[src/rtl/bus_trap_monitor.sv]
// ---------------------------------------------------------------------------
// bus_trap_monitor
//
// Passive observer on the 6502 CPU bus. Watches opcode fetches and declares
// the self-test finished when the CPU keeps fetching the same instruction
// address (JMP * / branch-to-self). It reports pass when that address equals
// SUCCESS_ADDR. It reports timeout when the opcode-fetch budget runs out
// before any trap is seen. It drives nothing on the bus.
//
// Parameters
//   SUCCESS_ADDR  trap PC that means the test passed
//   REPEAT_COUNT  consecutive fetches at one address that declare a trap (2..15)
//   MAX_INSTR     opcode-fetch budget before timeout; 0 disables the timeout
//
// Ports
//   i_clk          system clock (same clock as the CPU)
//   i_reset_n      asynchronous active-low reset
//   i_phi2         CPU phase-2; the bus cycle is valid while high
//   i_sync         opcode-fetch indicator
//   i_addr[15:0]   CPU bus address
//   i_rw           1 = read
//   i_data[7:0]    bus read data
//   o_done         sticky: finished (trap or timeout)
//   o_pass         sticky: trapped at SUCCESS_ADDR
//   o_timeout      sticky: budget exhausted without a trap
//   o_trap_pc      trap address, or last fetch address on timeout
//   o_instr_count  opcode fetches counted, saturating
//
// Build option
//   BUS_TRAP_MONITOR_OPCODE_CHECK_EN  when defined, a same-address fetch
//   counts as a repeat only if its opcode can loop to itself: JMP abs (4C)
//   or a relative branch.
// ---------------------------------------------------------------------------
module bus_trap_monitor #(
    parameter logic [15:0] SUCCESS_ADDR = 16'h3469,
    parameter int unsigned REPEAT_COUNT = 3,
    parameter logic [31:0] MAX_INSTR    = 32'd100_000_000
) (
    input  logic        i_clk,
    input  logic        i_reset_n,
    input  logic        i_phi2,
    input  logic        i_sync,
    input  logic [15:0] i_addr,
    input  logic        i_rw,
    input  logic [7:0]  i_data,
    output logic        o_done,
    output logic        o_pass,
    output logic        o_timeout,
    output logic [15:0] o_trap_pc,
    output logic [31:0] o_instr_count
);

    typedef enum logic [1:0] {
        ST_RUN       = 2'd0,
        ST_DONE_TRAP = 2'd1,
        ST_DONE_TO   = 2'd2
    } state_t;

    localparam logic [3:0] REP_TARGET = REPEAT_COUNT[3:0];

    // Bus-cycle capture
    logic        r_phi2_q;
    logic        r_cap_sync;
    logic [15:0] r_cap_addr;
    logic        r_cap_rw;
    logic [7:0]  r_cap_data;

    // Monitor state
    state_t      r_state;
    state_t      w_state_next;
    logic [15:0] r_last_pc;
    logic        r_last_valid;
    logic [3:0]  r_rep_cnt;
    logic [31:0] r_instr_cnt;
    logic        r_pass;
    logic [15:0] r_trap_pc;

    // Combinational helpers
    logic        w_eval;
    logic        w_fetch;
    logic        w_opcode_ok;
    logic        w_same_pc;
    logic [3:0]  w_rep_next;
    logic [31:0] w_cnt_next;
    logic        w_trap_hit;
    logic        w_to_hit;

    // ------------------------------------------------------------------
    // Capture: keep sampling while phi2 is high. The last sample taken
    // before phi2 drops is the settled bus cycle.
    // ------------------------------------------------------------------
    always_ff @(posedge i_clk or negedge i_reset_n) begin
        if (!i_reset_n) begin
            r_phi2_q   <= 1'b0;
            r_cap_sync <= 1'b0;
            r_cap_addr <= 16'h0000;
            r_cap_rw   <= 1'b0;
            r_cap_data <= 8'h00;
        end else begin
            r_phi2_q <= i_phi2;
            if (i_phi2) begin
                r_cap_sync <= i_sync;
                r_cap_addr <= i_addr;
                r_cap_rw   <= i_rw;
                r_cap_data <= i_data;
            end
        end
    end

    // Evaluate on the phi2 falling edge. Only sync reads are opcode fetches.
    // Once a DONE state is reached, fetches are ignored so the counter freezes.
    assign w_eval  = r_phi2_q & ~i_phi2;
    assign w_fetch = w_eval & r_cap_sync & r_cap_rw & (r_state == ST_RUN);

`ifdef BUS_TRAP_MONITOR_OPCODE_CHECK_EN
    // The relative branches 10,30,...,F0 all share the low five bits 10000.
    assign w_opcode_ok = (r_cap_data == 8'h4C) || (r_cap_data[4:0] == 5'b10000);
`else
    // The opcode is not used in this build. Folding it into a signal that
    // nothing reads keeps the capture register in one place for both builds.
    logic w_data_unused;
    assign w_data_unused = ^r_cap_data;
    assign w_opcode_ok   = 1'b1;
`endif

    // The valid flag stops the first fetch after reset from matching a
    // stale last_pc of 0000.
    assign w_same_pc  = r_last_valid && (r_cap_addr == r_last_pc) && w_opcode_ok;
    assign w_rep_next = !w_same_pc          ? 4'd1 :
                        (r_rep_cnt == 4'hF) ? 4'hF : (r_rep_cnt + 4'd1);
    assign w_cnt_next = (r_instr_cnt == 32'hFFFF_FFFF) ? r_instr_cnt
                                                       : (r_instr_cnt + 32'd1);
    assign w_trap_hit = (w_rep_next == REP_TARGET);
    assign w_to_hit   = (MAX_INSTR != 32'd0) && (w_cnt_next == MAX_INSTR);

    // ------------------------------------------------------------------
    // FSM: state register
    // ------------------------------------------------------------------
    always_ff @(posedge i_clk or negedge i_reset_n) begin
        if (!i_reset_n) begin
            r_state <= ST_RUN;
        end else begin
            r_state <= w_state_next;
        end
    end

    // ------------------------------------------------------------------
    // FSM: next state. A trap takes priority over a timeout on the same fetch.
    // ------------------------------------------------------------------
    always_comb begin
        w_state_next = r_state;
        if (w_fetch) begin
            if (w_trap_hit) begin
                w_state_next = ST_DONE_TRAP;
            end else if (w_to_hit) begin
                w_state_next = ST_DONE_TO;
            end
        end
    end

    // ------------------------------------------------------------------
    // Datapath registers, advanced on each qualifying fetch while running
    // ------------------------------------------------------------------
    always_ff @(posedge i_clk or negedge i_reset_n) begin
        if (!i_reset_n) begin
            r_last_pc    <= 16'h0000;
            r_last_valid <= 1'b0;
            r_rep_cnt    <= 4'd1;
            r_instr_cnt  <= 32'd0;
            r_pass       <= 1'b0;
            r_trap_pc    <= 16'h0000;
        end else if (w_fetch) begin
            r_last_pc    <= r_cap_addr;
            r_last_valid <= 1'b1;
            r_rep_cnt    <= w_rep_next;
            r_instr_cnt  <= w_cnt_next;
            if (w_trap_hit) begin
                r_trap_pc <= r_cap_addr;
                r_pass    <= (r_cap_addr == SUCCESS_ADDR);
            end else if (w_to_hit) begin
                r_trap_pc <= r_cap_addr;
            end
        end
    end

    // ------------------------------------------------------------------
    // FSM: outputs, decoded from registers only
    // ------------------------------------------------------------------
    always_comb begin
        o_done        = (r_state != ST_RUN);
        o_timeout     = (r_state == ST_DONE_TO);
        o_pass        = r_pass;
        o_trap_pc     = r_trap_pc;
        o_instr_count = r_instr_cnt;
    end

endmodule
[config.mk]
export PLATFORM = sky130hd
export DESIGN_NAME = bus_trap_monitor
export DESIGN_NICKNAME = d
export VERILOG_FILES = /design/src/rtl/bus_trap_monitor.sv
export SDC_FILE = /design/constraint.sdc
export NUM_CORES = 1
export LEC_CHECK = 0
export CAP_MARGIN = 20
export CORE_ASPECT_RATIO = 1.2
export CORE_MARGIN = 3
export CORE_UTILIZATION = 55
export CTS_BUF_LIST = sky130_fd_sc_hd__clkbuf_16
export CTS_CLUSTER_DIAMETER = 60
export DETAILED_ROUTE_END_ITERATION = 12
export PLACE_DENSITY = 0.85
export RECOVER_POWER = 100
export SLEW_MARGIN = 10
export SYNTH_ARGS = -nofsm -noshare
export SYNTH_HDL_FRONTEND = slang
export SYNTH_SLANG_ARGS = --single-unit
export TNS_END_PERCENT = 10
[constraint.sdc]
create_clock -name i_clk -period 5.1 [get_ports i_clk]
set_clock_uncertainty 0.05 [all_clocks]
set_input_delay 0.51 -clock i_clk [delete_from_list [all_inputs] [get_ports i_clk]]
set_output_delay 0.51 -clock i_clk [all_outputs]
set_load 0.02 [all_outputs]
==> summary.txt, run 1 <==
Outcome
  • Outcome: finished, violations left
  • Failing checks: max-capacitance violations, max-slew violations

Logic synthesis
  • Syn. warnings: 0
  • #FFs+latches synth: 91
  • Share of the yosys chip area belonging to registers: 48.1%
  • Cells after Synth: 463
  • Ys flop type: dfrtp_1
  • Async set-reset flop share out of synthesis: 100%
  • Post-Syn Nets: 494
  • Number of synthesized flops with an enable pin: 0
  • Post-Syn Area per Cell: 10.2 um^2
  • Post-Syn Area: 4730 um^2
  • Library cells used by synthesis: 51

Die
  • Chip height: 108 um
  • I/O pin cnt: 80
  • Core region area: 8240 um^2
  • Die width: 90.7 um
  • Initial core utilization: 57.4%
  • Row Count: 36
  • Die area: 9760 um^2

Timing
  • Final period util: 81.0%
  • Final setup violation count: 0
  • Worst Setup Slack, final: 0.969 ns
  • Max Freq: 242 MHz
  • RSZ-0062 raised after global routing: no
  • Max-slew violation count: 40
  • Least-Margin Pin Slew: 2.05 ns
  • Final-report hold violation count: 0
  • Setup TNS Final: 0 ns
  • Max-slew headroom at the worst pin: -36.6%
  • Min Clock Period, post-route: 4.13 ns

Worst setup path
  • Worst path required time: 5.28 ns
  • CP max stage cell: or3_1
  • Critical Path End Type: flop
  • Setup CP Type: in2reg
  • Worst-path maximum fanout: 24
  • CP startpoint kind: input pin
  • Worst-path cell chain: dlygate4sd3_1 > clkbuf_1 > nand2b_1 > or3_1 > nor2_1 > o2111ai_1 > nor4_2 > nand4_1 > o21ai_4 > mux2_2
  • CP max stage delay: 0.68 ns
  • Crit path arrival time: 4.31 ns

CTS
  • PostCTS Resize Cnt: 0
  • Clock sinks: 91
  • Post-CTS Setup Bufs: 0
  • Post-CTS Hold Fix Bufs: 0
  • CTS Buf Count: 9
  • Clock root buffer: clkbuf_16
  • CTS tree: built
  • Skew-Pair Late Insertion Delay: 0.34 ns
  • Clk slew on worst S/H paths: 0.07 ns
  • Clock buffer depth: 2
  • CTS H-tree depth: 3

Min path
  • Min-Delay Path Class: reg2reg

Cells and area
  • Layout Nets: 559
  • N_diodes: 0
  • Cell area after layout: 5720 um^2
  • Share of layout cells above drive strength 1: 10.1%
  • Layout area overhead: 20.9%

Route
  • Vias/cell: 5.66
  • Vias: 3662
  • WL final: 11.6 mm
  • Drt drc: 0
  • Post-route ant nets: 0
  • Starting DRT DRC Count: 173
  • Post-DR wirelength/cell: 17.9 um
  • TritonRoute pass-1 iters: 5

Power and ir drop
  • P_sw: 328 uW
  • Leakage: 2.62 nW
  • Pwr dens: 249 nW/um^2
  • Switch share: 23.0%
  • Sequential power share: 53.3%
  • Clk pwr share: 42.2%
  • Worst-case vdd ir drop: 0.228 mV
  • Logic gate share of total power: 4.5%
  • P_int: 1.10 mW

Place
  • Routability cong.: 0.952
  • Dpl ws: 1.05 ns
  • Area after DPL: 5510 um^2
  • Detailed placer's ending HPWL: 8.48 mm
  • IO Port Bufs: 71

Global routing
  • Vias in the first global route: 3648
  • Overall routing resource usage: 25.2%
  • First-pass GRT wire length: 18.9 mm
  • Initial antenna violation count: 0
  • Total grt overflow: 0
  • Pin count of the biggest net entering global routing: 54

Flow run
  • Max-capacitance violation count: 1
==> layout make-up <==
class	instances	area, um^2
Sequential cell	91	2280
Clock inverter	7	37.5
Inverter	9	33.8
Tap cell	114	143
Timing Repair Buffer	75	724
Multi-Input combinational cell	342	2280
Fill cell	631	2520
Clock buffer	9	225
==> routing by layer <==
metal / track usage (%) / vias up / part of all wire [%]
met4: 10.6 / 0 / 2.5
met5: 0 / - / 0
li1: - / 1731 / -
met1: 29.9 / 1797 / 40
met3: 4.76 / 20 / 4.9
met2: 44.7 / 114 / 53
==> cell usage after synthesis, types with 9 or more instances <==
cell type,number,area [um^2]
xnor2_1,40,350
buf_2,9,45.0
xor2_1,19,166
mux2_4,10,150
nor3_1,11,55.1
inv_1,9,33.8
nand3_1,28,140
nand4_1,13,81.3
dfrtp_1,90,2250
mux2_2,24,270
nand2_1,85,319
nor2_1,32,120
==> sequential cells by signal, indices dropped and copies added, names as in the netlist <==
register and cells:
r_last_valid 1, o_instr_count 32, o_pass 1, r_cap_sync 1
r_cap_rw 1, r_state 2, r_rep_cnt 4, r_phi2_q 1
r_cap_addr 16, r_last_pc 16, o_trap_pc 16
==> worst paths after layout <==
kind                                         startpoint  slack, ns  depth (start not counted)                            to
max                                              i_phi2       0.97                         10     o_trap_pc[15]$_DFFE_PN0P_
min                            r_last_valid$_DFFE_PN0P_       0.43                          1      r_last_valid$_DFFE_PN0P_
max reg2reg                o_instr_count[0]$_DFFE_PN0P_       1.47                          9     o_trap_pc[15]$_DFFE_PN0P_
min reg2reg                    r_last_valid$_DFFE_PN0P_       0.43                          1      r_last_valid$_DFFE_PN0P_
max in group asynchronous                     i_reset_n       2.16                          2        r_cap_sync$_DFFE_PN0P_
min in group asynchronous                     i_reset_n       0.69                          1  o_instr_count[4]$_DFFE_PN0P_
==> power by group through the flow <==
stage | Clock, mW | Combinational, mW | Sequential, mW
final | 0.601 | 0.0640 | 0.758
after global routing | 0.648 | 0.0709 | 0.761
after CTS | 0.613 | 0.0674 | 0.758
after detailed placement | 0 | 0.0668 | 0.772
after global placement | 0 | 0.0644 | 0.770
after floorplan | 0 | 0.0308 | 0.764
==> critical path, delay by kind of cell <==
kind | cells | cell delay (ns)
and+or+nand+nor | 5 | 1.67
AOI/OAI and AO/OA | 2 | 0.70
buffers and inverters | 2 | 0.99
muxes | 1 | 0.40
==> through the flow <==
stage          cells  utilization, %  hold slack [ns]  total power [mW]
5_1_grt          647            69.4            0.435              1.48
3_5_place_dp     631            66.8            0.407             0.839
6_report         647            69.4            0.428              1.42
3_3_place_gp     631            66.8            0.399             0.834
2_1_floorplan    463               -            0.164             0.795
4_1_cts          647            70.0           0.0844              1.44
==> logic make-up (layout without fill, tap and decap cells) <==
| family | after synthesis | in the layout | synth area share, % |
|---|---|---|---|
| flops | 91 | 91 | 48.1 |
| fa+ha+maj | 2 | 2 | 0.529 |
| mux | 36 | 36 | 9.30 |
| xor+xnor | 59 | 59 | 10.9 |
| buf+inv | 30 | 100 | 3.01 |
| simple gates | 210 | 210 | 23.1 |
| compound gates | 35 | 35 | 5.05 |
==> cell usage in the layout, fill, tap and decap left out, types with 3 or more instances in the layout <==
cell type,n
nor3_1,11
nand4_1,13
clkbuf_16,9
dlygate4sd3_1,52
nand3_1,28
nor4_2,3
nand2b_1,4
a31oi_1,8
and3_1,5
clkbuf_1,3
nor2_1,32
xnor2_1,40
dfrtp_1,90
o21ai_0,6
inv_1,11
mux2_1,9
nor4_1,6
a21oi_1,7
nand2_1,85
or3_1,3
clkdlybuf4s50_1,18
mux2_2,24
xor2_1,19
Power figures use the tool's default switching activity.
==> inputs of run 2 (changes only) <==
--- a/config.mk
+++ b/config.mk
@@ -8,11 +8,11 @@
 export CAP_MARGIN = 20
 export CORE_ASPECT_RATIO = 1.2
 export CORE_MARGIN = 3
-export CORE_UTILIZATION = 55
+export CORE_UTILIZATION = 53
 export CTS_BUF_LIST = sky130_fd_sc_hd__clkbuf_16
 export CTS_CLUSTER_DIAMETER = 60
 export DETAILED_ROUTE_END_ITERATION = 12
-export PLACE_DENSITY = 0.85
+export PLACE_DENSITY = 0.83
 export RECOVER_POWER = 100
 export SLEW_MARGIN = 10
 export SYNTH_ARGS = -nofsm -noshare
==> constraint.sdc (replaced) <==
create_clock -name i_clk -period 4.1 [get_ports i_clk]
set_clock_uncertainty 0.05 [all_clocks]
set_input_delay 0.41 -clock i_clk [delete_from_list [all_inputs] [get_ports i_clk]]
set_output_delay 0.41 -clock i_clk [all_outputs]
set_load 0.02 [all_outputs]
==> run 2 against run 1 <==
Effect of this change: the flow still finishes with violations (max-capacitance violations, max-slew violations); worst setup slack got worse by 0.38 ns; global-route usage decreased by 1.0 points; critical path depth grew 1; critical endpoint is now o_trap_pc[2]$_DFFE_PN0P_.
==> summary.txt, run 2 (synthesis gave the netlist of run 1 again) <==
Min path
  • Hold depth: 1 (unchanged)
  • Min-Delay Path Class: reg2reg (unchanged)

CTS
  • Post-CTS Setup Bufs: 0 (unchanged)
  • CTS Buf Count: 9 (unchanged)
  • Skew-Pair Late Insertion Delay: 0.34 ns (about the same)
  • CTS tree: built (unchanged)
  • Post-CTS Hold Fix Bufs: 0 (unchanged)
  • Clock buffer depth: 2 (unchanged)
  • Clock root buffer: clkbuf_16 (unchanged)
  • CTS H-tree depth: 3 (unchanged)
  • PostCTS Resize Cnt: 0 (unchanged)
  • Clock sinks: 91 (unchanged)
  • Clk slew on worst S/H paths: 0.06 ns (was 0.07 ns)

Die
  • Row Count: 37 (was 36)
  • Initial core utilization: 54.7% (was 57.4%)
  • I/O pin cnt: 80 (unchanged)
  • Die width: 92.3 um (was 90.7 um)
  • Chip height: 110 um (was 108 um)
  • Core region area: 8660 um^2 (was 8240 um^2)
  • Die area: 10100 um^2 (was 9760 um^2)

Place
  • IO Port Bufs: 71 (unchanged)
  • Area after DPL: 5540 um^2 (was 5510 um^2)
  • Detailed placer's ending HPWL: 8.31 mm (was 8.48 mm)
  • Dpl cells: 637 (was 631)
  • Routability cong.: 0.979 (was 0.952)
  • Dpl ws: 0.711 ns (was 1.05 ns)

Cells and area
  • Finished Layout Cells: 653 (was 647)
  • Fin util: 66.4% (was 69.4%)
  • Most common cell after layout, fill and taps aside: dfrtp_1 (unchanged)
  • Layout area overhead: 21.4% (was 20.9%)
  • Layout Nets: 562 (was 559)
  • Cell area after layout: 5750 um^2 (was 5720 um^2)
  • Max FFs per register: 32 (unchanged)
  • Share of layout cells above drive strength 1: 10.1% (about the same)
  • Commonest cells after routing, fill and taps aside: dfrtp_1 (90), nand2_1 (85), dlygate4sd3_1 (52), xnor2_1 (40), nor2_1 (32) (unchanged)
  • N_diodes: 0 (unchanged)

Worst setup path
  • Reg-to-reg critical path endpoint: o_trap_pc[2]$_DFFE_PN0P_ (was o_trap_pc[15]$_DFFE_PN0P_)
  • Flop2flop setup slack: 0.59 ns (was 1.47 ns)
  • Critical Path End: o_trap_pc[2]$_DFFE_PN0P_ (was o_trap_pc[15]$_DFFE_PN0P_)
  • Critical Path Source: o_instr_count[0]$_DFFE_PN0P_ (was i_phi2)
  • Critical Path End Type: flop (unchanged)
  • Worst-path maximum fanout: 16 (was 24)
  • Worst path required time: 4.27 ns (was 5.28 ns)
  • CP startpoint kind: flop (was input pin)
  • Setup CP Type: reg2reg (was in2reg)
  • Worst reg2reg path depth: 11 (was 9)
  • R2R Path Start: o_instr_count[0]$_DFFE_PN0P_ (unchanged)
  • Crit path arrival time: 3.68 ns (was 4.31 ns)

Outcome
  • Failing checks: max-capacitance violations, max-slew violations (unchanged)
  • Outcome: finished, violations left (unchanged)

Timing
  • Min Clock Period, post-route: 3.51 ns
  • Final setup violation count: 0 (unchanged)
  • Max-slew violation count: 68 (was 40)
  • RSZ-0062 raised after global routing: no (unchanged)
  • Worst hold slack: 0.421 ns (was 0.428 ns)
  • Max-slew headroom at the worst pin: -10.6% (was -36.6%)
  • Final period util: 85.6%
  • Worst Setup Slack, final: 0.590 ns (was 0.969 ns)
  • Least-Margin Pin Slew: 1.66 ns (was 2.05 ns)
  • Max Freq: 285 MHz
  • Setup TNS Final: 0 ns (unchanged)
  • Final-report hold violation count: 0 (unchanged)

Global routing
  • First-pass GRT wire length: 19.0 mm (was 18.9 mm)
  • Pin count of the biggest net entering global routing: 68 (was 54)
  • Vias in the first global route: 3869 (was 3648)
  • Initial antenna violation count: 0 (unchanged)
  • Overall routing resource usage: 24.2% (was 25.2%)
  • Total grt overflow: 0 (unchanged)

Route
  • Drt drc: 0 (unchanged)
  • Starting DRT DRC Count: 173 (unchanged)
  • Vias: 3722 (was 3662)
  • Post-DR wirelength/cell: 17.6 um (was 17.9 um)
  • TritonRoute pass-1 iters: 5 (unchanged)
  • Vias/cell: 5.70 (was 5.66)
  • Post-route ant nets: 0 (unchanged)
  • WL final: 11.5 mm (was 11.6 mm)

Power and ir drop
  • Pwr dens: 319 nW/um^2 (was 249 nW/um^2)
  • Leakage: 2.64 nW (was 2.62 nW)
  • Power Total: 1.83 mW (was 1.42 mW)
  • Worst-case vdd ir drop: 0.240 mV (was 0.228 mV)

Flow run
  • Max-capacitance violation count: 1 (unchanged)
## run 2: cell count changes in the layout (fill, tap and decap cells not counted), sizes merged
cell	delta
clkinv	-2
bufinv	+1
clkbuf	+2
buf	+1
clkinvlp	+1
## run 2: layout make-up
class                           instances  area (um^2)
Fill cell                             716         2910
Inverter                                9         33.8
Multi-Input combinational cell        342         2260
Tap cell                              117          146
Clock buffer                            9          225
Clock inverter                          7         61.3
Sequential cell                        91         2280
Timing Repair Buffer                   78          739
## run 2: worst min path at each step
stage	endpoint	slack [ns]	startpoint
after floorplan	o_instr_count[0]$_DFFE_PN0P_	0.06	i_reset_n
final	r_last_valid$_DFFE_PN0P_	0.42	r_last_valid$_DFFE_PN0P_
after detailed placement	r_last_valid$_DFFE_PN0P_	0.40	r_last_valid$_DFFE_PN0P_
after global placement	r_last_valid$_DFFE_PN0P_	0.40	r_last_valid$_DFFE_PN0P_
after global routing	r_last_valid$_DFFE_PN0P_	0.45	r_last_valid$_DFFE_PN0P_
after CTS	o_instr_count[7]$_DFFE_PN0P_	0.15	i_reset_n
## run 2: report_power, final
part | leakage, nW | total (mW) | switching, mW | internal, mW
sequential | 1.20 | 0.942 | 0.0257 | 0.916
combinational | 1.29 | 0.0796 | 0.0360 | 0.0437
clock | 0.141 | 0.810 | 0.345 | 0.465
total | 2.64 | 1.83 | 0.407 | 1.42
## run 2: worst max-delay path: stages, from the launching register on
cell,delay [ns]
dfrtp_1,0.45
ha_1,0.27
nand3_1,0.31
nor4_1,0.26
clkbuf_1,0.23
and3_1,0.32
o21ai_0,0.15
o32ai_1,0.22
nand4_1,0.28
o21ai_4,0.20
buf_4,0.27
mux2_2,0.37
## run 2: metal layers
metal | GRT usage, % | wire (um)
met5 | 0 | 0
met3 | 3.70 | 626
met4 | 15.3 | 527
met2 | 43.0 | 5920
met1 | 27.4 | 4420
==> inputs of run 3 (changes only) <==
--- a/config.mk
+++ b/config.mk
@@ -6,13 +6,15 @@
 export NUM_CORES = 1
 export LEC_CHECK = 0
 export CAP_MARGIN = 20
+export CELL_PAD_IN_SITES_DETAIL_PLACEMENT = 0
+export CELL_PAD_IN_SITES_GLOBAL_PLACEMENT = 1
 export CORE_ASPECT_RATIO = 1.2
 export CORE_MARGIN = 3
-export CORE_UTILIZATION = 53
+export CORE_UTILIZATION = 41
 export CTS_BUF_LIST = sky130_fd_sc_hd__clkbuf_16
 export CTS_CLUSTER_DIAMETER = 60
 export DETAILED_ROUTE_END_ITERATION = 12
-export PLACE_DENSITY = 0.83
+export PLACE_DENSITY = 0.82
 export RECOVER_POWER = 100
 export SLEW_MARGIN = 10
 export SYNTH_ARGS = -nofsm -noshare
==> run 3 against run 2 <==
Effect of this change: sequential share of layout area fell by 0.48 points; worst hold slack improved by 0.0017 ns; highest routed layer unchanged; worst setup slack got worse by 0.085 ns; the run still ends with max-capacitance violations, max-slew violations left.
==> summary.txt, run 3 (synthesis gave the netlist of run 1 again) <==
Power and ir drop
  • Leakage: 2.65 nW (was 2.64 nW)
  • Power Total: 1.85 mW (was 1.83 mW)
  • Logic gate share of total power: 4.3% (about the same)
  • P_int: 1.43 mW (was 1.42 mW)
  • Worst-case vdd ir drop: 0.210 mV (was 0.240 mV)
  • Sequential power share: 51.0% (was 51.4%)
  • Pwr dens: 318 nW/um^2 (was 319 nW/um^2)
  • Clk pwr share: 44.7% (was 44.2%)
  • Switch share: 22.6% (was 22.2%)
  • P_sw: 417 uW (was 407 uW)

Worst setup path
  • Worst-path cell chain: ha_1 > nand3_1 > nor4_2 > clkbuf_1 > and3_1 > o21ai_0 > o32ai_1 > nand4_1 > o21ai_4 > buf_4 > mux2_2 (was ha_1 > nand3_1 > nor4_1 > clkbuf_1 > and3_1 > o21ai_0 > o32ai_1 > nand4_1 > o21ai_4 > buf_4 > mux2_2)
  • Critical Path End Type: flop (unchanged)
  • CP startpoint kind: flop (unchanged)
  • CP max stage cell: dfrtp_1 (unchanged)
  • Setup CP Type: reg2reg (unchanged)
  • Reg-to-reg critical path endpoint: o_trap_pc[0]$_DFFE_PN0P_ (was o_trap_pc[2]$_DFFE_PN0P_)
  • Worst-path maximum fanout: 16 (unchanged)
  • CP max stage delay: 0.44 ns (was 0.45 ns)
  • R2R Path Start: o_instr_count[0]$_DFFE_PN0P_ (unchanged)
  • Critical Path Source: o_instr_count[0]$_DFFE_PN0P_ (unchanged)
  • Crit path arrival time: 3.77 ns (was 3.68 ns)
  • Flop2flop setup slack: 0.51 ns (was 0.59 ns)
  • Worst path required time: 4.28 ns (was 4.27 ns)
  • Worst reg2reg path depth: 11 (unchanged)

Cells and area
  • Finished Layout Cells: 691 (was 653)
  • N_diodes: 0 (unchanged)
  • Commonest cells after routing, fill and taps aside: dfrtp_1 (90), nand2_1 (85), dlygate4sd3_1 (52), xnor2_1 (40), nor2_1 (32) (unchanged)
  • Share of layout cells above drive strength 1: 10.6% (was 10.1%)
  • # fillers: 1044 (was 716)
  • Fin util: 52.2% (was 66.4%)
  • Most common cell after layout, fill and taps aside: dfrtp_1 (unchanged)
  • Max FFs per register: 32 (unchanged)
  • Layout area overhead: 22.9% (was 21.4%)
  • Layout Nets: 563 (was 562)

Timing
  • Final period util: 87.7% (was 85.6%)
  • Max-slew headroom at the worst pin: -116% (was -10.6%)
  • RSZ-0062 raised after global routing: no (unchanged)
  • Final-report hold violation count: 0 (unchanged)
  • Min Clock Period, post-route: 3.59 ns (was 3.51 ns)
  • Final setup violation count: 0 (unchanged)
  • Least-Margin Pin Slew: 3.24 ns (was 1.66 ns)
  • Max-slew violation count: 63 (was 68)
  • Setup TNS Final: 0 ns (unchanged)
  • Max Freq: 278 MHz (was 285 MHz)

Global routing
  • Busiest grt layer: met2 (unchanged)
  • Met2 global-route usage: 34.0% (was 43.0%)
  • Vias in the first global route: 3671 (was 3869)
  • M3 GR Usage: 3.47% (was 3.70%)
  • First-pass GRT wire length: 19.2 mm (was 19.0 mm)
  • Pin count of the biggest net entering global routing: 63 (was 68)
  • Grt met1 use: 22.2% (was 27.4%)
  • Overall routing resource usage: 19.0% (was 24.2%)
  • Initial antenna violation count: 0 (unchanged)
  • Total grt overflow: 0 (unchanged)

CTS
  • Clock root buffer: clkbuf_16 (unchanged)
  • Clock sinks: 91 (unchanged)
  • CTS Buf Count: 9 (unchanged)
  • Skew-Pair Late Insertion Delay: 0.34 ns (about the same)
  • PostCTS Resize Cnt: 0 (unchanged)
  • CTS tree: built (unchanged)
  • CTS H-tree depth: 3 (unchanged)
  • Clock buffer depth: 2 (unchanged)
  • Post-CTS Hold Fix Bufs: 0 (unchanged)
  • Clk slew on worst S/H paths: 0.07 ns (was 0.06 ns)
  • Post-CTS Setup Bufs: 0 (unchanged)

Route
  • Starting DRT DRC Count: 122 (was 173)
  • Drt drc: 0 (unchanged)
  • TritonRoute pass-1 iters: 5 (unchanged)
  • Vias/cell: 5.27 (was 5.70)
  • WL final: 11.7 mm (was 11.5 mm)
  • Post-route ant nets: 0 (unchanged)
  • Post-DR wirelength/cell: 17.0 um (was 17.6 um)
  • Vias: 3645 (was 3722)

Place
  • Routability cong.: 0.923 (was 0.979)
  • IO Port Bufs: 71 (unchanged)
  • Dpl cells: 675 (was 637)
  • Detailed placer's ending HPWL: 8.56 mm (was 8.31 mm)

Flow run
  • Max-capacitance violation count: 1 (unchanged)

Die
  • Die width: 104 um (was 92.3 um)
  • Initial core utilization: 42.5% (was 54.7%)
  • Row Count: 42 (was 37)
  • Die area: 12900 um^2 (was 10100 um^2)
  • I/O pin cnt: 80 (unchanged)
  • Core region area: 11100 um^2 (was 8660 um^2)
  • Chip height: 124 um (was 110 um)

Outcome
  • Outcome: finished, violations left (unchanged)
  • Failing checks: max-capacitance violations, max-slew violations (unchanged)

Min path
  • HP Start: r_last_valid$_DFFE_PN0P_ (unchanged)
  • Hold depth: 1 (unchanged)
  • Hold EP: r_last_valid$_DFFE_PN0P_ (unchanged)
  • Min-Delay Path Class: reg2reg (unchanged)
## run 3: cell count changes in the layout (fill, tap and decap cells not counted)
cell        previous run  this run
nor4_2                 2         3
clkinvlp_4             2         0
clkinv_4               0         2
clkinv_1               1         0
and2_0                 1         0
inv_6                  0         1
clkbuf_2               1         0
nor4_1                 8         7
and2_1                 1         2
buf_4                  2         4
## run 3: worst max-delay path: cells and delay by family (launching register included)
family,cells,cell delay [ns]
AO/OA/AOI/OAI,3,0.57
AND/OR/NAND/NOR,4,1.24
flip-flops,1,0.44
adder cells (fa/ha/maj),1,0.27
multiplexers,1,0.37
buffers and inverters,2,0.52
## run 3: per-layer routing
layer | vias up | wire [um]
li1 | 1743 | -
met1 | 1772 | 4760
met2 | 107 | 6060
met3 | 23 | 548
met4 | 0 | 366
met5 | - | 0
## run 3: cell type report
cell class,instances,area [um^2],share of cell area [%]
clock inverters,7,68.8,1.18
well taps,154,193,3.31
multi-input cells,342,2270,39.0
repair buffers,79,749,12.9
clock buffers,9,225,3.87
flip-flops and latches,91,2280,39.2
inverters,9,33.8,0.581
## run 3: power by group through the flow
stage	logic (mW)	registers (mW)	clock network, mW
5_1_grt	0.0892	0.945	0.884
2_1_floorplan	0.0383	0.950	0
3_3_place_gp	0.0806	0.958	0
6_report	0.0799	0.942	0.826
4_1_cts	0.0842	0.943	0.844
3_5_place_dp	0.0836	0.960	0
## run 3: worst max path at each step
| stage | end | slack [ns] | cells past startpoint |
|---|---|---|---|
| 3_5_place_dp | o_trap_pc[15]$_DFFE_PN0P_ | 0.62 | 11 |
| 6_report | o_trap_pc[0]$_DFFE_PN0P_ | 0.51 | 11 |
| 2_1_floorplan | o_trap_pc[10]$_DFFE_PN0P_ | 1.20 | 10 |
| 5_1_grt | o_instr_count[31]$_DFFE_PN0P_ | 0.25 | 1 |
| 4_1_cts | o_trap_pc[0]$_DFFE_PN0P_ | 0.58 | 11 |
| 3_3_place_gp | o_trap_pc[2]$_DFFE_PN0P_ | 0.62 | 11 |
## run 3: stage by stage
| stage | hold WS, ns | area, um^2 | worst slack [ns] |
|---|---|---|---|
| 3_3_place_gp | 0.398 | 5590 | 0.619 |
| 5_1_grt | 0.462 | 5820 | 0.254 |
| 3_5_place_dp | 0.405 | 5590 | 0.622 |
| 4_1_cts | 0.128 | 5880 | 0.576 |
| 2_1_floorplan | 0.0644 | 4730 | 1.20 |
| 6_report | 0.423 | 5820 | 0.506 |
